## src/rtl/router_out_arbiter.sv

```systemverilog
// router_out_arbiter: round-robin grant of one output port among NPORTS inputs, forwarding the winner's serial payload.
module router_out_arbiter #(
  parameter int NPORTS = 16,
  parameter int WAIT_MAX = 15
) (
  input  logic              clk,
  input  logic              reset,
  input  logic [NPORTS-1:0] request16_in,
  input  logic [NPORTS-1:0] data16_in,
  input  logic [NPORTS-1:0] data_enable16_in,
  input  logic [NPORTS-1:0] frame16_n_in,
  output logic [NPORTS-1:0] grant16_out,
  output logic              busy_out,
  output logic              dout,
  output logic              valido_n,
  output logic              frameo_n
);
  localparam int W = NPORTS > 1 ? $clog2(NPORTS) : 1;
  localparam int CW = $clog2(WAIT_MAX + 1);
  typedef enum logic [1:0] {IDLE, GRANT, XFER, RELEASE} state_t;
  state_t state;
  logic [W-1:0] ptr, sel, win;
  logic [CW-1:0] cnt;
  logic req, de;
  assign req = request16_in[sel];
  assign de = data_enable16_in[sel];
  // reverse scan so the last hit is the first set bit at or after ptr
  always_comb begin
    win = '0;
    for (int k = NPORTS - 1; k >= 0; k--)
      if (request16_in[(int'(ptr) + k) % NPORTS]) win = W'((int'(ptr) + k) % NPORTS);
  end
  always_ff @(posedge clk) begin
    if (reset) begin
      state <= IDLE;
      ptr <= '0;
      sel <= '0;
      cnt <= '0;
      grant16_out <= '0;
      busy_out <= 1'b0;
      dout <= 1'b0;
      valido_n <= 1'b1;
      frameo_n <= 1'b1;
    end else begin
      case (state)
        IDLE: begin
          grant16_out <= '0;
          busy_out <= 1'b0;
          valido_n <= 1'b1;
          frameo_n <= 1'b1;
          if (|request16_in) begin
            sel <= win;
            grant16_out <= NPORTS'(1) << win;
            busy_out <= 1'b1;
            state <= GRANT;
          end
        end
        GRANT: begin
          if (!req) begin
            grant16_out <= '0;
            state <= RELEASE;
          end else if (de) begin
            dout <= data16_in[sel];
            valido_n <= 1'b0;
            frameo_n <= frame16_n_in[sel];
            state <= XFER;
          end else if (cnt == CW'(WAIT_MAX - 1)) begin
            grant16_out <= '0;
            state <= RELEASE;
          end else cnt <= cnt + 1'b1;
        end
        XFER: begin
          if (!req) begin
            grant16_out <= '0;
            valido_n <= 1'b1;
            frameo_n <= 1'b1;
            state <= RELEASE;
          end else begin
            dout <= data16_in[sel];
            valido_n <= ~de;
            frameo_n <= de ? frame16_n_in[sel] : 1'b1;
          end
        end
        RELEASE: begin
          busy_out <= 1'b0;
          ptr <= sel == W'(NPORTS - 1) ? '0 : sel + 1'b1;
          cnt <= '0;
          state <= IDLE;
        end
        default: begin
          grant16_out <= '0;
          busy_out <= 1'b0;
          valido_n <= 1'b1;
          frameo_n <= 1'b1;
          state <= IDLE;
        end
      endcase
    end
  end
endmodule

```

## config.mk

```make
export PLATFORM = sky130hd
export DESIGN_NAME = router_out_arbiter
export DESIGN_NICKNAME = d
export VERILOG_FILES = /design/src/rtl/router_out_arbiter.sv
export SDC_FILE = /design/constraint.sdc
export NUM_CORES = 1
export LEC_CHECK = 0
export CAP_MARGIN = 20
export CORE_AREA = 3 3 106 98
export DETAILED_ROUTE_END_ITERATION = 7
export DIE_AREA = 0 0 109 101
export GPL_TIMING_DRIVEN = 0
export MAX_ROUTING_LAYER = met4
export PLACE_DENSITY_LB_ADDON = 0.3
export SLEW_MARGIN = 10
export SYNTH_ARGS = -nofsm -noshare
export SYNTH_HDL_FRONTEND = slang
export SYNTH_SLANG_ARGS = --single-unit
```

## constraint.sdc

```tcl
create_clock -name clk -period 12.85 [get_ports clk]
set_input_delay 1.285 -clock clk [delete_from_list [all_inputs] [get_ports clk]]
set_output_delay 1.285 -clock clk [all_outputs]
set_load 0.005 [all_outputs]
```

==> summary.md, run 1 <==
| Metric | Value |
|---|---|
| Status | complete, no violations |
| Hold buffers post-CTS | 0 |
| Primary FF master, synth | dfxtp_1 |
| FILL cells | 890 |
| Area of the multi-input gates | 3340 sq um |
| # DRC | 0 |
| Worst-Margin Slew | roughly 800 ps |
| Post-Route WL | 14200 um |
| Initial core utilization | 0.441 |
| # IOs | 86 |
| Pint | 473 uW |
| Critical Path Start Type | flip-flop |
| Worst Hold Class | reg -> reg |
| Gr ovfl total | 0 |
| Final period util | 0.378 |
| Core Util, Final | 0.555 |
| Reg clk slew, reported paths | 70 ps |
| Met3 WL post-DR | 1050 um |
| Clock Power Share | 0.078 |
| Largest cells by area after synthesis | mux4_2 19%, dfxtp_1 16%, mux2i_1 8.6% |
| Maximum number of pins on one net before global-route repair | 11 |
| Crit path required time | 13020 ps |
| PD cells | 182 nW/um^2 |
| GR Util All Layers | 0.262 |
| Routed Antenna Nets | 0 |
| Number of flops mapped to enable cells by yosys | 0 |
| TritonCTS clock tree | done |
| Die area | between 10000 and 15000 sq um |
| Htree depth | 2 |
| Worst R2R Path Depth | 14 |
| Global-route wire length before repair | 22000 um |
| Seq pwr share | 0.157 |
| Min Tclk post-route | 4850 ps |
| Area Growth Syn to Fin | 26.0% |
| Final Setup Violations | 0 |
| Avg Cell Area, Syn | 9.03 sq um |
| CP Max Fanout | 10 |
| CP arrival | around 5000 ps |
| Vias | 4388 |
| Vias per inst | 6.44 |
| Die span in x | 109 um |
| Num rows | 34 |
| Setup slack after layout | 8000 ps |
| Cell count after placement | between 600 and 700 |
| WS Path Type | reg -> reg |
| Worst Setup End Kind | flip-flop |
| Synth top area share | 0.189 |
| CTS Buf Count | 5 |
| Clock skew | 7.95 ps |
| Floorplan core area | 9490 sq um |
| Final setup TNS | 0 ps |
| Power Total | 959 uW |
| Share of cells above drive strength 1 | 0.121 |
| Register bit count reported by yosys | 34 |
| CTS Root Buffer Type | clkbuf_8 |
| Final Max Slew Viols | 0 |
| Fmax | 206 MHz |
| Synthesis warning total | 0 |
| DR WL/cell | 20.8 um |
| Port Buffer Count | 85 |
| Number of diodes | 0 |
| Clk Latency, worst-skew pair | ~280 ps |
| TritonRoute pass-1 iters | 6 |
| P_sw | between 400 and 500 uW |
| Non-Filler Instances | around 680 |
| Final Hold Viols | 0 |
| Synth cell types | 64 |
| Initial antenna violation count | 0 |
| Synthesized net count | approximately 550 |
| Setup repair bufs after CTS | 0 |
| Clock buffer depth | 2 |
| Post-synth top area cell | mux4_2 |
| Worst hold path depth | 2 |
| # clock sinks | 34 |
| Worst vdd ir | 131 uV |
| Post-DP HPWL | 11200 um |
| Sw frac | 0.506 |
| Vias in the first global route | 4267 |
| Mapped cell area | roughly 4200 sq um |
| Die height | ~100 um |
| Relative slew slack | 0.457 |
| LEAKAGE | 1.79 nW |
| GP Congestion | 0.951 |
| Max-Cap Viols | 0 |
| RSZ-0062 raised after global routing | no |
| Commonest non-fill, non-tap cells in the layout | 85 x clkdlybuf4s50_1, 41 x nand2_1, 36 x mux2i_1 |
| Register area | between 600 and 700 sq um |
| Synthesized instance count | roughly 460 |
| Register area share after synthesis | 0.163 |
| Post-synth ARST share | 0 |
| Met1 WL | 6100 um |
| Final net count | 637 |
| Highest routed layer | met4 |
| Iteration-0 DRC Markers | between 400 and 500 |
| Commonest non-fill, non-tap cell in the layout | clkdlybuf4s50_1 |
| Routed wl met2 | approximately 6800 um |
| Post-cts repair resize count | 0 |
| Place WS | 7910 ps |
| Combinational share of power | 0.765 |
[cells in the mapped netlist (5+ instances only)]
cell type / instances
a31oi_1: 5
o211ai_1: 11
and3_1: 5
o22ai_1: 6
nor4_1: 5
and2_1: 5
mux2_2: 11
dfxtp_1: 34
a21oi_1: 20
nand2_1: 41
nand2b_1: 8
mux4_2: 35
inv_1: 10
nor2b_1: 9
o221ai_1: 8
o21ai_0: 16
nand3_1: 14
mux2i_1: 36
a211oi_1: 8
clkbuf_1: 14
ha_1: 16
o41ai_1: 16
a21o_1: 6
buf_1: 6
nor3_1: 7
xnor2_1: 12
o21a_1: 5
nor2_1: 30
[cell type report]
| cell class | count | share of cell area |
|---|---|---|
| sequential | 34 | 0.129 |
| multi-input combinational | 393 | 0.634 |
| inverter | 11 | 0.00784 |
| clock buffer | 7 | 0.0145 |
| buffer | 25 | 0.0226 |
| timing repair buffer | 85 | 0.162 |
| tap | 126 | 0.0299 |
[path summary, 6_finish.rpt]
path | from | endpoint | slack [ps]
worst max-delay path | ptr[1]$_SDFFE_PP0P_ | grant16_out[5]$_SDFFE_PP0P_ | 8000
worst min-delay path | grant16_out[9]$_SDFFE_PP0P_ | grant16_out[9]$_SDFFE_PP0P_ | 460
worst max register to register | ptr[1]$_SDFFE_PP0P_ | grant16_out[5]$_SDFFE_PP0P_ | 8000
worst min register to register | grant16_out[9]$_SDFFE_PP0P_ | grant16_out[9]$_SDFFE_PP0P_ | 460
[routing by layer]
layer,global-route usage,up-vias
li1,-,2031
met1,0.351,2136
met2,0.412,197
met3,0.0538,24
met4,0.0544,0
met5,-,-
[metrics by stage]
| stage | hold WS [ps] | instance area (sq um) |
|---|---|---|
| floorplan | 444 | 4180 |
| global placement | 437 | 5190 |
| detailed placement | 436 | 5190 |
| CTS | 468 | 5270 |
| global route | 486 | 5270 |
| finish | 459 | 5270 |
[flip-flops by register name, indices dropped and copies added, names as in the netlist]
signal and cells:
dout 1, sel 4, grant16_out 16, cnt 4, frameo_n 1, busy_out 1, valido_n 1, ptr 4
state 2
[power groups by stage]
stage	clock, mW	combinational [mW]	sequential, mW
floorplan	0	0.518	0.148
global placement	0	0.702	0.151
detailed placement	0	0.716	0.152
CTS	0.0778	0.720	0.150
global route	0.0809	0.795	0.154
finish	0.0748	0.734	0.151
[worst max-delay path, cell delays in order, from the launching register on]
cell and delay (ps):
dfxtp_1 480, buf_1 490, inv_1 270, ha_1 370, buf_6 120, buf_6 160
clkbuf_1 460, mux2i_1 240, nand3_1 120, nand4_1 170, o21ai_0 300, and3_1 320
or4_1 550, a41o_1 310, o41ai_1 390
[kinds of logic (layout without fill, tap and decap cells)]
| logic type | count (synthesis) | count (layout) | share of synthesized area |
|---|---|---|---|
| compound gates | 135 | 135 | 0.237 |
| xor+xnor | 16 | 16 | 0.0335 |
| fa+ha+maj | 16 | 16 | 0.0479 |
| buf+inv | 36 | 128 | 0.0383 |
| flops | 34 | 34 | 0.163 |
| mux | 86 | 86 | 0.316 |
| simple gates | 140 | 140 | 0.165 |
No activity file was read; power rests on OpenSTA's default activity.
==> inputs of run 2 (changes only) <==
==> constraint.sdc (replaced) <==
create_clock -name clk -period 4.8 [get_ports clk]
set_input_delay 0.48 -clock clk [delete_from_list [all_inputs] [get_ports clk]]
set_output_delay 0.48 -clock clk [all_outputs]
set_load 0.005 [all_outputs]
==> run 2 against run 1 <==
Against the previous run:
- die area did not move
- maximum frequency rose by 6.0%
- combinational power grew to 2.7 times the previous value
- sequential power grew to 2.7 times the previous value
- largest power group unchanged
- power rose to 2.7 times the previous value
- critical path type unchanged
==> summary.md, run 2 (synthesis results as in run 1) <==
| Metric | Value |
|---|---|
| Status | complete, no violations |
| Cell count after placement | around 670 |
| Port Buffer Count | 85 |
| Worst-Margin Slew | 789 ps |
| Non-Filler Instances | a little under 700 |
| Flop-to-flop setup slack | 220 ps |
| GR Util All Layers | 0.262 |
| Hold slack | 459 ps |
| Combinational share of power | 0.765 |
| Final Setup Violations | 0 |
| Die span in x | 109 um |
| # DRC | 0 |
| Max-Cap Viols | 0 |
| Die height | 101 um |
| Fmax | roughly 220 MHz |
| Reg clk slew, reported paths | about 70 ps |
| Num rows | 34 |
| Clock skew | 8.64 ps |
| Worst vdd ir | 350 uV |
| CTS Buf Count | 5 |
| DR WL/cell | around 21 um |
| Number of diodes | 0 |
| Clk Latency, worst-skew pair | 290 ps |
| # IOs | 86 |
| Relative slew slack | 0.469 |
| Final Max Slew Viols | 0 |
| Maximum number of pins on one net before global-route repair | 11 |
| Post-Route WL | 14200 um |
| CP arrival | roughly 4700 ps |
| CTS Root Buffer Type | clkbuf_8 |
| Global-route wire length before repair | 22000 um |
| Worst R2R Path Depth | 11 |
| Final net count | 637 |
| Floorplan core area | between 9000 and 10000 sq um |
| Worst Hold Class | reg -> reg |
| RSZ-0062 raised after global routing | no |
| Worst Setup End Kind | flip-flop |
| PD cells | 488 nW/um^2 |
| Crit path required time | 4940 ps |
| Sw frac | 0.506 |
| Place WS | 51.5 ps |
| Vias in the first global route | 4267 |
| HP Start | grant16_out[9]$_SDFFE_PP0P_ |
| Area Growth Syn to Fin | 26.0% |
| Post-DP HPWL | 11200 um |
| GP Congestion | 0.951 |
| Initial core utilization | 0.441 |
| LEAKAGE | 1.80 nW |
| Max reg flops | 16 |
| Htree depth | 2 |
| Initial antenna violation count | 0 |
| TritonCTS clock tree | done |
| Post-route cell area | 5270 sq um |
| Clock Power Share | 0.078 |
| DP Area | approximately 5200 sq um |
| Gr ovfl total | 0 |
| Share of cells above drive strength 1 | 0.126 |
| Vias | 4399 |
| Commonest non-fill, non-tap cells in the layout | 85 x clkdlybuf4s50_1, 41 x nand2_1, 36 x mux2i_1 |
| Hold path endpoint | grant16_out[9]$_SDFFE_PP0P_ |
| Seq pwr share | 0.157 |
| Iteration-0 DRC Markers | 460 |
| Top reg by flops | grant16_out |
| Die area | 11000 sq um |
| TritonRoute pass-1 iters | 5 |
| Routed Antenna Nets | 0 |
| Final setup TNS | 0 ps |
| Reg2Reg Capture Point | grant16_out[5]$_SDFFE_PP0P_ |
| CP Max Fanout | 10 |
| Critical Path Start Type | flip-flop |
| Vias per inst | around 6.5 |
| Worst hold path depth | 2 |
| Min Tclk post-route | 4580 ps |
| # clock sinks | 34 |
| WS Path Type | reg -> reg |
| FF-to-FF Start | ptr[2]$_SDFFE_PP0P_ |
| Setup repair bufs after CTS | 0 |
| Commonest non-fill, non-tap cell in the layout | clkdlybuf4s50_1 |
| Clock buffer depth | 2 |
| Final Hold Viols | 0 |
| P_sw | 1.30 mW |
| Setup slack after layout | 222 ps |
| Pint | 1.27 mW |
| Final period util | 0.954 |
[run 2: cell types whose count changed in the layout (fill, tap and decap cells not counted)]
| cell | delta |
|---|---|
| clkbuf_2 | +2 |
| dfxtp_1 | -1 |
| dfxtp_2 | +1 |
| buf_1 | -1 |
| clkbuf_1 | -1 |
[run 2: cell type report]
| class | instances | area, sq um |
|---|---|---|
| repair buffers | 85 | 851 |
| flip-flops and latches | 34 | 682 |
| multi-input cells | 393 | 3340 |
| well taps | 126 | 158 |
| plain buffers | 25 | 121 |
| inverters | 11 | 41.3 |
| clock buffers | 7 | 76.3 |
| fillers | 891 | 4220 |
[run 2: repair_timing]
item                                    CTS  global route
endpoints found under the setup margin    0            18
hold buffers                              0             0
resized for setup                         0             4
[run 2: per-stage QoR]
stage / total power [mW] / utilization
CTS: 2.54 / 0.555
floorplan: 1.78 / -
detailed placement: 2.32 / 0.547
finish: 2.57 / 0.555
global placement: 2.28 / 0.547
global route: 2.76 / 0.555
[run 2: worst max-delay path, cell delays in order, from the launching register on]
cell	delay, ps
dfxtp_1	400
clkbuf_1	440
inv_1	320
ha_1	410
clkbuf_1	440
mux4_2	520
a221oi_1	520
o221ai_1	300
nor2_1	200
o211ai_1	180
o211ai_1	570
o41ai_1	130
[run 2: worst max-delay path by stage]
stage	from	to	slack [ps]	cells after the start
finish	ptr[2]$_SDFFE_PP0P_	grant16_out[5]$_SDFFE_PP0P_	220	11
global route	ptr[1]$_SDFFE_PP0P_	grant16_out[4]$_SDFFE_PP0P_	50	13
CTS	ptr[1]$_SDFFE_PP0P_	grant16_out[10]$_SDFFE_PP0P_	30	13
detailed placement	ptr[1]$_SDFFE_PP0P_	grant16_out[5]$_SDFFE_PP0P_	50	13
global placement	ptr[1]$_SDFFE_PP0P_	grant16_out[0]$_SDFFE_PP0P_	70	13
floorplan	ptr[1]$_SDFFE_PP0P_	grant16_out[10]$_SDFFE_PP0P_	700	13
[run 2: power groups by stage]
stage | Clock (mW) | Combinational [mW] | Sequential (mW)
after global placement | 0 | 1.88 | 0.405
after floorplan | 0 | 1.39 | 0.397
after CTS | 0.208 | 1.93 | 0.402
after detailed placement | 0 | 1.92 | 0.408
after global routing | 0.217 | 2.13 | 0.413
final | 0.201 | 1.97 | 0.403
[run 2: layer usage]
metal | part of all wire | vias up | global-route usage
met5 | 0 | - | -
met4 | 0.013 | 0 | 0.0544
met3 | 0.074 | 20 | 0.0538
met2 | 0.48 | 192 | 0.412
met1 | 0.43 | 2158 | 0.351
li1 | - | 2029 | -
